$ cat config.mk
export PLATFORM = sky130hd
export DESIGN_NAME = io_ready_ctrl
export DESIGN_NICKNAME = d
export VERILOG_FILES = /design/src/rtl/dock_io_pkg.sv /design/src/rtl/io_ready_ctrl_sync.sv /design/src/rtl/io_ready_ctrl.sv
export SDC_FILE = /design/constraint.sdc
export NUM_CORES = 1
export LEC_CHECK = 0
export CAP_MARGIN = 10
export CORE_MARGIN = 2
export CORE_UTILIZATION = 57
export CTS_CLUSTER_SIZE = 25
export DETAILED_ROUTE_END_ITERATION = 10
export PLACE_DENSITY = 0.81
export SLEW_MARGIN = 30
export SYNTH_ARGS = -nofsm -noshare
export SYNTH_HDL_FRONTEND = slang
export SYNTH_SLANG_ARGS = --single-unit
$ cat constraint.sdc
create_clock -name clk -period 7.87 [get_ports clk]
set_input_delay 0.787 -clock clk [delete_from_list [all_inputs] [get_ports clk]]
set_output_delay 0.787 -clock clk [all_outputs]
set_load 0.03 [all_outputs]
$ cat src/rtl/dock_io_pkg.sv
// Dock I/O controller shared types.
// State encoding and slot decode helper.
package dock_io_pkg;

  typedef enum logic [1:0] {
    IDLE  = 2'd0,
    WAIT  = 2'd1,
    DONE  = 2'd2,
    ABORT = 2'd3
  } io_state_t;

  localparam int unsigned MAX_SLOTS = 16;

  function automatic logic [MAX_SLOTS-1:0] onehot_slot(
    input int unsigned idx,
    input int unsigned n
  );
    logic [MAX_SLOTS-1:0] r;
    r = '0;
    for (int unsigned i = 0; i < MAX_SLOTS; i++) begin
      r[i] = (idx == i) && (i < n);
    end
    return r;
  endfunction

endpackage

$ cat src/rtl/io_ready_ctrl_sync.sv
// Multi-flop synchroniser with async reset
// to a configurable value.
module sync_bits #(
  parameter int WIDTH = 1,
  parameter int STAGES = 2,
  parameter logic [WIDTH-1:0] RESET_VAL = '1
) (
  input  logic             clk,
  input  logic             rst_n,
  input  logic [WIDTH-1:0] d,
  output logic [WIDTH-1:0] q
);

  logic [WIDTH-1:0] stg [STAGES];

  always_ff @(posedge clk or negedge rst_n) begin
    if (!rst_n) begin
      for (int i = 0; i < STAGES; i++) begin
        stg[i] <= RESET_VAL;
      end
    end else begin
      stg[0] <= d;
      for (int i = 1; i < STAGES; i++) begin
        stg[i] <= stg[i-1];
      end
    end
  end

  assign q = stg[STAGES-1];

endmodule

$ cat src/rtl/io_ready_ctrl.sv
// Dock I/O cycle controller: slot chip select,
// READY hold with minimum wait, watchdog, error count.
module io_ready_ctrl
  import dock_io_pkg::*;
#(
  parameter int NUM_SLOTS = 8,
  parameter int SEL_W = 3,
  parameter int SYNC_STAGES = 2,
  parameter int MIN_WAIT = 3,
  parameter int TIMEOUT_CYCLES = 1023,
  parameter int ERR_CNT_W = 8
) (
  input  logic                 clk,
  input  logic                 rst_n,
  input  logic                 iorq_n,
  input  logic                 win_valid,
  input  logic [SEL_W-1:0]     sel_slot,
  input  logic [NUM_SLOTS-1:0] slot_en,
  input  logic [NUM_SLOTS-1:0] dev_ready_n,
  input  logic                 err_clr,
  output logic [NUM_SLOTS-1:0] cs,
  output logic                 ready_n,
  output logic                 busy,
  output logic                 bus_err,
  output logic [SEL_W-1:0]     err_slot,
  output logic [ERR_CNT_W-1:0] err_cnt
);

  localparam int WC_W = $clog2(TIMEOUT_CYCLES + 1);
  localparam logic [WC_W-1:0] TO_LAST = WC_W'(TIMEOUT_CYCLES - 1);

  io_state_t state;
  logic [WC_W-1:0] wcnt;
  logic [SEL_W-1:0] active_slot;
  logic [NUM_SLOTS-1:0] rdy_s;
  logic [MAX_SLOTS-1:0] oh_full;
  logic [NUM_SLOTS-1:0] sel_oh;
  logic hit, hit_ok, min_met, dev_ok, release_ok;
  logic timeout, err_evt;

  sync_bits #(
    .WIDTH(NUM_SLOTS),
    .STAGES(SYNC_STAGES),
    .RESET_VAL({NUM_SLOTS{1'b1}})
  ) u_sync (
    .clk(clk),
    .rst_n(rst_n),
    .d(dev_ready_n),
    .q(rdy_s)
  );

  assign oh_full = onehot_slot(32'(sel_slot), 32'(NUM_SLOTS));
  assign sel_oh = oh_full[NUM_SLOTS-1:0];
  assign hit = !iorq_n && win_valid;
  assign hit_ok = |(sel_oh & slot_en);

  // cs holds the active slot's one-hot while in WAIT
  assign dev_ok = |(rdy_s & cs);
  assign min_met = (32'(wcnt) + 32'd1) >= 32'(MIN_WAIT);
  assign release_ok = min_met && dev_ok;
  assign timeout = (wcnt == TO_LAST) && !release_ok;

  assign err_evt =
    (state == IDLE && hit && !hit_ok) ||
    (state == WAIT && !iorq_n && timeout);

  always_ff @(posedge clk or negedge rst_n) begin
    if (!rst_n) begin
      state <= IDLE;
      cs <= '0;
      ready_n <= 1'b1;
      busy <= 1'b0;
      bus_err <= 1'b0;
      err_slot <= '0;
      wcnt <= '0;
      active_slot <= '0;
    end else begin
      bus_err <= err_evt;
      unique case (state)
        IDLE: begin
          if (hit && hit_ok) begin
            state <= WAIT;
            cs <= sel_oh;
            ready_n <= 1'b0;
            wcnt <= '0;
            active_slot <= sel_slot;
            busy <= 1'b1;
          end else if (hit) begin
            state <= ABORT;
            err_slot <= sel_slot;
            busy <= 1'b1;
          end
        end
        WAIT: begin
          if (iorq_n) begin
            state <= IDLE;
            cs <= '0;
            ready_n <= 1'b1;
            busy <= 1'b0;
          end else if (release_ok) begin
            state <= DONE;
            ready_n <= 1'b1;
          end else if (timeout) begin
            state <= ABORT;
            cs <= '0;
            ready_n <= 1'b1;
            err_slot <= active_slot;
          end else if (wcnt != '1) begin
            wcnt <= wcnt + WC_W'(1);
          end
        end
        DONE: begin
          if (iorq_n) begin
            state <= IDLE;
            cs <= '0;
            busy <= 1'b0;
          end
        end
        ABORT: begin
          if (iorq_n) begin
            state <= IDLE;
            busy <= 1'b0;
          end
        end
        default: begin
          state <= IDLE;
          cs <= '0;
          ready_n <= 1'b1;
          busy <= 1'b0;
        end
      endcase
    end
  end

  always_ff @(posedge clk or negedge rst_n) begin
    if (!rst_n) begin
      err_cnt <= '0;
    end else if (err_clr) begin
      err_cnt <= '0;
    end else if (err_evt && err_cnt != '1) begin
      err_cnt <= err_cnt + ERR_CNT_W'(1);
    end
  end

endmodule

==> flow_summary.json <==
{
  "status": "finished, final reports clean",
  "initial_core_util": 0.589,
  "portBuffers": 45,
  "endpoint_kind": "flip-flop",
  "die_height_um": 73.6,
  "start_kind": "flip-flop",
  "avgSynthCellArea_sq_um": 10.7,
  "p_seq_frac": 0.391,
  "grt_pass1_wl_um": 9670,
  "grt_overflow_total": 0,
  "grt_usage": 0.233,
  "crit_fanout": 14,
  "ys_types": 60,
  "crit_path_top_delay_cell": "o31ai_4",
  "fin_cells": 355,
  "grt_max_degree": 54,
  "cts_resized": 0,
  "layout.nets": 332,
  "antenna_cells": 0,
  "drt_pass1_iterations": 4,
  "ant_nets": 0,
  "die_w_um": 73.6,
  "critPathRequiredTime_ns": 8.07,
  "timing_worst_setup_path_type": "reg2reg",
  "cts_buffer_depth": 2,
  "finalCritPeriodShare": 0.396,
  "grt_pass1_vias": 2094,
  "die-area_sq_mm": 0.00542,
  "rows": 25,
  "switchingPower_uw": 378,
  "pin_count": 46,
  "setup_viol": 0,
  "drc": 0,
  "ir_worst_vdd_mv": 0.158,
  "synth_warnings": 0,
  "leakage_uw": 0.00133,
  "arrival_ns": 3.31,
  "async_flop_share": 1.00,
  "clk_latency_ns": 0.31,
  "slowest_delay_ns": 0.55,
  "syn2layout_area_growth_pct": 19.6,
  "vias": 2149,
  "swShare": 0.404,
  "cts_tree": "yes",
  "cts_setup_buffers": 0,
  "tightestPinTransition_ns": 0.631,
  "hp-class": "reg2reg",
  "synth-seq-cells": 53,
  "p_clk_frac": 0.171,
  "max_cap_viol_count": 0,
  "place_ws_ns": 4.49,
  "skew_ns": 0.0112,
  "dp_hpwl_um": 4170,
  "pwr-share-comb": 0.438,
  "drive_gt1_frac": 0.173,
  "netlist_area_sq_mm": 0.00276,
  "ys_seq_area_frac": 0.488,
  "h-tree-depth": 2,
  "fmax_ghz": 0.321,
  "cts_root_buffer": "clkbuf_8",
  "drt-initial-drc-count": 207,
  "core_area_sq_mm": 0.00469,
  "fin_crit_ns": 3.12,
  "rsz0062_at_grt": "false",
  "wirelength_um": 5780,
  "tns_ns": 0,
  "p_per_area_mw_per_mm2": 283,
  "placedCellCount": 347,
  "slew-limit-headroom": 0.579,
  "route.detailed.wl_per_inst_um": 16.3,
  "gp_congestion": 0.956,
  "cts_buffers": 5,
  "hold_viol": 0,
  "p_int_uw": 558,
  "synthFlopType": "dfrtp_1",
  "netlist_instances": 259,
  "synth_edf_count": 0,
  "syn-num-nets": 291,
  "worst_slack_ns": 4.75,
  "ctsHoldBuffers": 0,
  "vias_per_cell": 6.05,
  "drv_slew": 0,
  "crit_path_cell_trace": "ha_1 -> and4_1 -> a311o_1 -> o2bb2ai_1 -> o31ai_4 -> nand4b_1 -> nand2_2 -> mux2_2",
  "antenna_found_initial": 0,
  "cts.clk_slew.worst_paths_ns": 0.10,
  "cts.sinks": 53
}
## logic make-up after synthesis
family	after synthesis	share of synthesized area
compound gates	66	0.170
fa+ha+maj	8	0.0362
buf+inv	19	0.0349
mux	16	0.0738
flops	53	0.488
simple gates	91	0.179
xor+xnor	6	0.0190
## sequential cells by signal, summed over array words and instances, names as in the netlist
name and cells:
active_slot 3, ready_n 1, err_cnt 8, cs 8, busy 1, u_sync.stg 8, wcnt 10, u_sync.q 8
err_slot 3, state 2, bus_err 1
## final timing paths
check	from	end	slack, ns	cells after the start
worst min register to register	u_sync.stg[15]$_DFF_PN1_	u_sync.q[7]$_DFF_PN1_	0.36	0
worst min-delay path	u_sync.stg[15]$_DFF_PN1_	u_sync.q[7]$_DFF_PN1_	0.36	0
max in group asynchronous	rst_n	cs[4]$_DFFE_PN0P_	6.87	2
min in group asynchronous	rst_n	wcnt[7]$_DFFE_PN0P_	0.57	2
worst max-delay path	wcnt[0]$_DFFE_PN0P_	cs[6]$_DFFE_PN0P_	4.75	8
worst max register to register	wcnt[0]$_DFFE_PN0P_	cs[6]$_DFFE_PN0P_	4.75	8
## through the flow
step	total power, uW	hold WS (ns)	cell area [sq um]	utilization
2_1_floorplan	659	0.345	2760	-
3_3_place_gp	766	0.345	3210	0.685
3_5_place_dp	775	0.348	3210	0.685
4_1_cts	939	0.359	3310	0.705
5_1_grt	995	0.365	3310	0.705
6_report	936	0.361	3310	0.705
## layer usage
metal | GRT usage | share of wire | vias up
met1 | 0.314 | 0.44 | 1030
met2 | 0.371 | 0.49 | 80
met5 | 0 | 0 | -
li1 | - | - | 1035
met4 | 0.0869 | 0.0080 | 0
met3 | 0.0508 | 0.059 | 4
## synthesized netlist by cell type, drive strengths merged (3+ instances only)
master   n  area (sq um)
a211oi   3          35.0
dfstp   17           447
dfrtp   36           901
xnor2    3          26.3
o31ai    8          73.8
nor3b    3          27.5
mux2    12           139
o22ai    8          50.1
nand4    4          25.0
a41oi    3          26.3
buf     10          62.6
nand2   22          92.6
o21ai   15          75.1
xor2     3          26.3
nor3     6          30.0
a21oi   10          50.1
nand3   12          72.6
a22oi    4          30.0
ha       8           100
o211ai   3          22.5
inv      6          22.5
and2     5          31.3
and4     3          26.3
nand2b   4          25.0
and3     4          30.0
nor2    19          73.8
## worst max-delay path, delay by kind of cell (launching register included)
kind / cells / cell delay, ns
and+or+nand+nor: 3 / 0.70
DFF: 1 / 0.49
AOI/OAI and AO/OA: 3 / 1.10
adders and majority gates: 1 / 0.34
muxes: 1 / 0.37
## layout by cell type, fill, tap and decap left out, types with 6 or more instances in the layout
master           instances
inv_1                    6
dfrtp_1                 36
nand2_1                 20
nor2_1                  18
clkdlybuf4s50_1         44
nand3_1                 11
nor3_1                   6
mux2_2                  11
o22ai_1                  8
dfstp_2                 17
ha_1                     8
o21ai_0                 15
a21oi_1                 10
o31ai_1                  7
## power groups by stage
stage,Sequential [uW],Combinational (uW),Clock [uW]
finish,366,410,160
global route,372,445,178
CTS,366,408,165
detailed placement,370,404,0
global placement,368,398,0
floorplan,409,249,0
## area by class of cell
cell class	instances	area, sq um
Clock buffer	5	68.8
Clock inverter	3	23.8
Fill cell	341	1390
Inverter	7	26.3
Multi-Input combinational cell	187	1320
Sequential cell	53	1350
Tap cell	54	67.6
Timing Repair Buffer	46	453
(Power assumes the default switching activity.)
